==> config.mk <==
export PLATFORM = sky130hd
export DESIGN_NAME = instr_mem_ctrl
export DESIGN_NICKNAME = d
export VERILOG_FILES = /design/src/rtl/instr_mem_ctrl.sv
export SDC_FILE = /design/constraint.sdc
export NUM_CORES = 2
export LEC_CHECK = 0
export ABC_AREA = 0
export CORE_ASPECT_RATIO = 1.1
export CORE_UTILIZATION = 53
export CTS_CLUSTER_SIZE = 8
export DETAILED_ROUTE_END_ITERATION = 10
export PLACE_DENSITY = 0.72
export SLEW_MARGIN = 40
export SYNTH_ARGS = -nofsm -noshare
export SYNTH_HDL_FRONTEND = slang
export SYNTH_SLANG_ARGS = --single-unit
export TNS_END_PERCENT = 1
==> constraint.sdc <==
create_clock -name clk -period 10 [get_ports clk]
set_clock_uncertainty 0.05 [all_clocks]
set_input_delay 2 -clock clk [delete_from_list [all_inputs] [get_ports clk]]
set_output_delay 2 -clock clk [all_outputs]
set_load 0.02 [all_outputs]
==> src/rtl/instr_mem_ctrl.sv <==
// Purpose : instruction memory with a runtime program loader (IDLE / LOAD / RUN).
// Latency : fetch result one cycle after fetch_en; load writes land on the accepting edge.
// Backpressure: load_ready is high only in LOAD; fetches are never stalled.
//
// Ports:
//   clk, reset                  rising-edge clock, synchronous active-high reset
//   load_start                  enter LOAD with the write pointer at 0 (wins over all else)
//   load_valid/load_data/load_last/load_ready   program stream from the host
//   run_start                   IDLE -> RUN over the existing contents (prog_len = DEPTH)
//   fetch_en/fetch_addr         fetch request, honoured only in RUN
//   instr_out/instr_valid/fetch_err   registered fetch result; trapped fetches return NOP
//   prog_len                    number of loaded words (ADDR_W+1 bits so it can hold DEPTH)
//   mode                        0 IDLE, 1 LOAD, 2 RUN
module instr_mem_ctrl #(
    parameter int DATA_W     = 16,
    parameter int ADDR_W     = 8,
    parameter int DEPTH      = 256,
    parameter int NOP_OPCODE = 50
) (
    input  logic              clk,
    input  logic              reset,
    input  logic              load_start,
    input  logic              load_valid,
    input  logic [DATA_W-1:0] load_data,
    input  logic              load_last,
    output logic              load_ready,
    input  logic              run_start,
    input  logic              fetch_en,
    input  logic [ADDR_W-1:0] fetch_addr,
    output logic [DATA_W-1:0] instr_out,
    output logic              instr_valid,
    output logic              fetch_err,
    output logic [ADDR_W:0]   prog_len,
    output logic [1:0]        mode
);

    localparam logic [1:0] S_IDLE = 2'd0;
    localparam logic [1:0] S_LOAD = 2'd1;
    localparam logic [1:0] S_RUN  = 2'd2;

    // Index width covers DEPTH-1 only; the range check guarantees any
    // address that reaches the array is below prog_len <= DEPTH.
    localparam int IDX_W = (DEPTH > 1) ? $clog2(DEPTH) : 1;
    localparam logic [IDX_W-1:0]  LAST_PTR = IDX_W'(DEPTH - 1);
    localparam logic [ADDR_W:0]   FULL_LEN = (ADDR_W+1)'(DEPTH);
    localparam logic [DATA_W-1:0] NOP_WORD = DATA_W'(NOP_OPCODE);

    logic [DATA_W-1:0] mem [DEPTH];
    logic [1:0]        state;
    logic [IDX_W-1:0]  wr_ptr;
    logic              wr_en;
    logic              load_end;
    logic              out_of_range;

    assign load_ready   = (state == S_LOAD);
    assign mode         = state;
    // A restart in the same cycle drops the offered word.
    assign wr_en        = (state == S_LOAD) && load_valid && !load_start;
    assign load_end     = wr_en && (load_last || (wr_ptr == LAST_PTR));
    assign out_of_range = ({1'b0, fetch_addr} >= prog_len);

    // Array is deliberately not reset: contents survive reset so that
    // run_start can execute whatever was last written.
    always_ff @(posedge clk) begin
        if (wr_en) begin
            mem[wr_ptr] <= load_data;
        end
    end

    always_ff @(posedge clk) begin
        if (reset) begin
            state       <= S_IDLE;
            wr_ptr      <= '0;
            prog_len    <= '0;
            instr_out   <= '0;
            instr_valid <= 1'b0;
            fetch_err   <= 1'b0;
        end else begin
            instr_valid <= 1'b0;
            fetch_err   <= 1'b0;
            case (state)
                S_IDLE: begin
                    if (load_start) begin
                        state  <= S_LOAD;
                        wr_ptr <= '0;
                    end else if (run_start) begin
                        state    <= S_RUN;
                        prog_len <= FULL_LEN;
                    end
                end
                S_LOAD: begin
                    if (load_start) begin
                        wr_ptr <= '0;
                    end else if (load_end) begin
                        state    <= S_RUN;
                        prog_len <= (ADDR_W+1)'(wr_ptr) + (ADDR_W+1)'(1);
                        wr_ptr   <= '0;
                    end else if (wr_en) begin
                        wr_ptr <= wr_ptr + IDX_W'(1);
                    end
                end
                S_RUN: begin
                    if (load_start) begin
                        // Any fetch this cycle is dropped; prog_len keeps
                        // its old value until the new load terminates.
                        state  <= S_LOAD;
                        wr_ptr <= '0;
                    end else if (fetch_en) begin
                        instr_valid <= 1'b1;
                        if (out_of_range) begin
                            instr_out <= NOP_WORD;
                            fetch_err <= 1'b1;
                        end else begin
                            instr_out <= mem[fetch_addr[IDX_W-1:0]];
                        end
                    end
                end
                default: begin
                    state <= S_IDLE;
                end
            endcase
        end
    end

endmodule

## After elaboration in Yosys (flattened, before gate mapping)

Memory sizes are Yosys's and may differ from the RTL's.
Index checks and enable logic that the tools add are counted.

- Bits in registers: 37
- Memory bits (writable): 4096
- Input bits: 31
- Output and inout bits: 30
- Word-level logic and storage cells: 60
- Memories kept: 1

Memory list:

| memory | depth | bits a word | rd ports | clocked after memory_dff | write ports | line | source |
|---|---|---|---|---|---|---|---|
| mem | 256 | 16 | 1 | 0 | 1 | 48 | `logic [DATA_W-1:0] mem [DEPTH];` |

- $add $sub $neg: 2
- Magnitude comparators: 1
- Eq/ne operators: 11
- Mux-type cells: 21
- Bitwise operators: 3
- Reductions and logical operators: 15

Operators with widths:

| operator | count |
|---|---|
| two-way mux 9 bit | 4 |
| two-way mux 8 bit | 4 |
| case mux 9 bit (2 select lines) | 1 |
| two-way mux 16 bit | 1 |
| case mux 8 bit (2 select lines) | 1 |
| two-way mux 2 bit | 5 |
| adder 8 x 1 -> 9 bit (second input constant) | 1 |
| greater-or-equal comparator 8 x 9 -> 1 bit | 1 |
| adder 8 x 1 -> 8 bit (second input constant) | 1 |
| equality test 8 bit (second input constant) | 1 |
| != test 2 bit (second input constant) | 4 |
| case mux 2 bit (3 select lines) | 1 |
| AND reduction 3 bit | 2 |
| AND reduction 5 bit | 1 |
| two-way mux 1 bit | 4 |
| != test 2 x 1 -> 1 bit (second input constant) | 2 |
| != test 4 x 2 -> 1 bit (second input constant) | 1 |
| AND reduction 4 bit | 1 |
| nonzero test 2 bit | 2 |
| OR reduction 4 bit | 1 |
| logical AND 1 bit | 3 |
| != test 3 bit (second input constant) | 1 |
| inverter 1 bit | 3 |
| OR reduction 3 bit | 1 |
| other kinds (6) | 6 |

## Logic depth before layout (Yosys ltp)

- Depth after elaboration: 7
- Depth in mapped cells: 15
- Mapped depth without buffers: 9

## Worst setup path after synthesis

Ideal clock, no wire load.

- Path kind: input -> register
- Start: in fetch_addr[0]
- End: reg instr_out[6]
- Setup time: 0.083 ns
- Data arrival time: 4.983 ns
- Required time: 9.867 ns
- Path slack: 4.885 ns
- Stages: 14
- Path buffers: 5
- Cell sequence: buf_6 buf_12 buf_8 buf_6 buf_6 inv_2 ha_1 nand2b_1 a211oi_1 o211ai_1 a21oi_1 or2b_2 or3_1 o2111ai_1

- Word-level cells in the longest chain between the ends: 2
- Elaborated cells between the ends (all ways): 3
- Those cells by class: order compare (1); mux (1); memory (1)

Ends and longest elaborated chain:

| what | line | source |
|---|---|---|
| start, declared | 29 | `input logic [ADDR_W-1:0] fetch_addr,` |
| memory (256 x 16 bit) or greater-or-equal comparator 8 x 9 -> 1 bit (tied branches) | n/a |  |
| two-way mux 16 bit * | 110 | `if (out_of_range) begin` |
| end signal, assigned | 114 | `instr_out <= mem[fetch_addr[IDX_W-1:0]];` |
| end, declared | 30 | `output logic [DATA_W-1:0] instr_out,` |

Every way passes the cells marked *; elsewhere a longest branch is shown, timed or not.
A chain may end at the register's enable or synchronous reset.

## Final worst setup path

- Start: in fetch_addr[1]
- End: reg instr_out[10]

The elaborated chain is that of the path after synthesis.

==> results.cfg <==
[place]
gp_congestion = 0.917
dpl.hpwl_um = 265000
portBuffers = 60

[synthesis]
avgSynthCellArea_um2 = 20.6
synth-seq-area-share_pct = 76.7
synthTopCellsByArea = edfxtp_1, mux4_2, mux2i_1
synthArstFlopShare_pct = 0
synth-edff-count = 4096
yosysTopAreaCellShare_pct = 76.2
netlist_area_um2 = 161000
yosys_register_bits = 4133
synth_ff_type = edfxtp_1
yosysMostFrequentCell = edfxtp_1
yosys.cell_types.count = 91
synth_common_cells = edfxtp_1, mux2i_1, mux4_2
synth_top_cell_by_area = edfxtp_1
yosysWarnings = 0
synth_fp_nets = 7884
synth_cells = 7841

[clock_network]
clockBufferDepth = 4
cts_resized = 0
path_clk_slew_ns = 0.05
insertion_delay_ns = 1.00
htreeDepth = 6
cts.sinks = 4133
cts_buffers = 591
ctsRootBufferMaster = clkbuf_16
cts_tree = done
cts_hold_buffers = 0
postCtsSetupRepairBufs = 0

[worst_setup_path]
crit_type = input port to flop
cp.arrival_ns = 6.59
worst_setup_path_end_kind = flop
start_kind = input port
cp.required_ns = 10.81
cp_max_fo = 95

[floorplan]
core_um2 = 303000
pin_count = 61
die_area_um2 = 307000
rows = 212
die_x_um = 528
die_h_um = 581
initial_core_util_pct = 53.2

[detailed_routing]
dr_total_vias = 86800
routedWlPerCell_um = 36.9
wl_um = 466000
first_pass_iters = 6
routed_via_density = 6.87
ant_nets = 0
drcViolationCount = 0
drt_iter0_drc = 13900

[global_route]
grt_pass1_vias = 86800
grt.overflow.total = 0
grt_pass1_wl_um = 652000
grt_max_degree = 157
grt_usage_pct = 30.3
antenna_found_initial = 29

[sta]
slew_viol_final = 0
rsz0062_at_grt = false
setup_tns_ns = 0
period_share_pct = 57.8
max_freq_mhz = 173
tightest_slew_ns = 1.02
relSlewSlack_pct = 31.5
setup_viol = 0
fin_crit_ns = 5.78
final_hold_viol_count = 0

[cells_and_area]
final_core_util_pct = 60.8
syn_to_final_growth_pct = 14.2
fillers = 20200
fin_nets = 8458
drive_gt1_share_pct = 22.8

[status]
status = finished, final reports clean

[power_and_ir_drop]
powerDensity_nw_per_um2 = 209
peakVddDrop_v = 0.000156
leakagePower_uw = 0.0594

[worst_hold_path]
hp-class = flop to flop

[job]
maxCapViolations = 0
[cells in the final DEF, fill, tap and decap left out, drive strengths merged, types with 23 or more instances in the layout]
master         instances
nor3                  78
a31oi                 26
clkbuf               692
edfxtp              4096
a211oi                57
a22oi                 66
diode                 26
dfxtp                 37
mux2i                721
mux2                  40
clkinv                23
a21oi                123
nand3                 46
nand2b                39
clkdlybuf4s50         37
nor2                 370
nand2                137
o22ai                 32
a221o                 78
a221oi               244
o21ai                176
inv                   40
mux4                 705
buf                  413
o31ai                 33
[kinds of logic (layout without fill, tap and decap cells)]
group                      count (synthesis)  count (layout)  synth area share [%]
adders and majority gates                 12              12                0.0930
DFF                                     4133            4133                  76.7
buffers and inverters                    504            1205                  2.06
and+or+nand+nor                          755             755                  2.07
other                                      0              26                     0
muxes                                   1466            1466                  14.7
xor gates and xnor gates                   6               6                0.0326
AOI/OAI and AO/OA                        965             965                  4.41
[routing by layer]
metal	vias to the layer above	track usage, %	share of wire (%)
met1	44800	38.6	34
met4	6	17.9	6.6
met3	1409	8.05	13
li1	33900	-	-
met2	6651	47.0	47
met5	-	0	0.012
[through the flow]
step	worst slack, ns	instances	instance area, µm²	hold WS, ns	total power, µW
2_1_floorplan	4.88	7841	161000	0.480	20400
3_5_place_dp	3.42	11900	168000	0.483	21200
5_1_grt	4.20	12600	184000	0.524	39400
4_1_cts	4.38	12600	184000	0.492	38600
6_report	4.22	12600	184000	0.489	38600
3_3_place_gp	3.14	11900	167000	0.463	21100
[worst max-delay path, stage by stage]
cell,delay [ns]
buf_8,0.32
nor2b_4,0.83
buf_12,0.54
a221oi_1,0.29
o31ai_1,0.48
o22ai_1,0.13
o31ai_1,0.73
a21oi_1,0.48
a211o_1,0.38
[layout make-up]
type / instances / area, µm² / share of cell area [%]
clock buffer: 674 / 15300 / 8.29
timing repair buffer: 468 / 4360 / 2.37
inverter: 17 / 78.8 / 0.0428
clock inverter: 46 / 754 / 0.409
antenna: 26 / 65.1 / 0.0353
multi-input combinational: 3204 / 35000 / 19.0
tap: 4066 / 5090 / 2.76
sequential: 4133 / 124000 / 67.1
[worst paths after layout]
| kind | from | endpoint | slack, ns | cells after the start |
|---|---|---|---|---|
| setup / recovery | fetch_addr[1] | instr_out[10]$_SDFFE_PP0P_ | 4.22 | 9 |
| hold / removal | prog_len[0]$_SDFFE_PP0P_ | prog_len[0]$_SDFFE_PP0P_ | 0.49 | 2 |
| setup reg to reg | mode[0]$_SDFFE_PP0P_ | mem[216][11]$_DFFE_PP_ | 5.58 | 8 |
| hold reg to reg | prog_len[0]$_SDFFE_PP0P_ | prog_len[0]$_SDFFE_PP0P_ | 0.49 | 2 |
[flip-flops by register name (all words and copies together) (netlist names)]
signal,count
mem,4096
instr_out,16
prog_len,9
mode,2
instr_valid,1
fetch_err,1
wr_ptr,8
[where the power goes]
group | total, µW | internal, µW | switching [µW]
combinational | 1820 | 566 | 1260
sequential | 19100 | 19100 | 5.48
clock | 17700 | 10700 | 7000
total | 38600 | 30300 | 8260
Note: power is estimated with default switching activity, not from simulation.
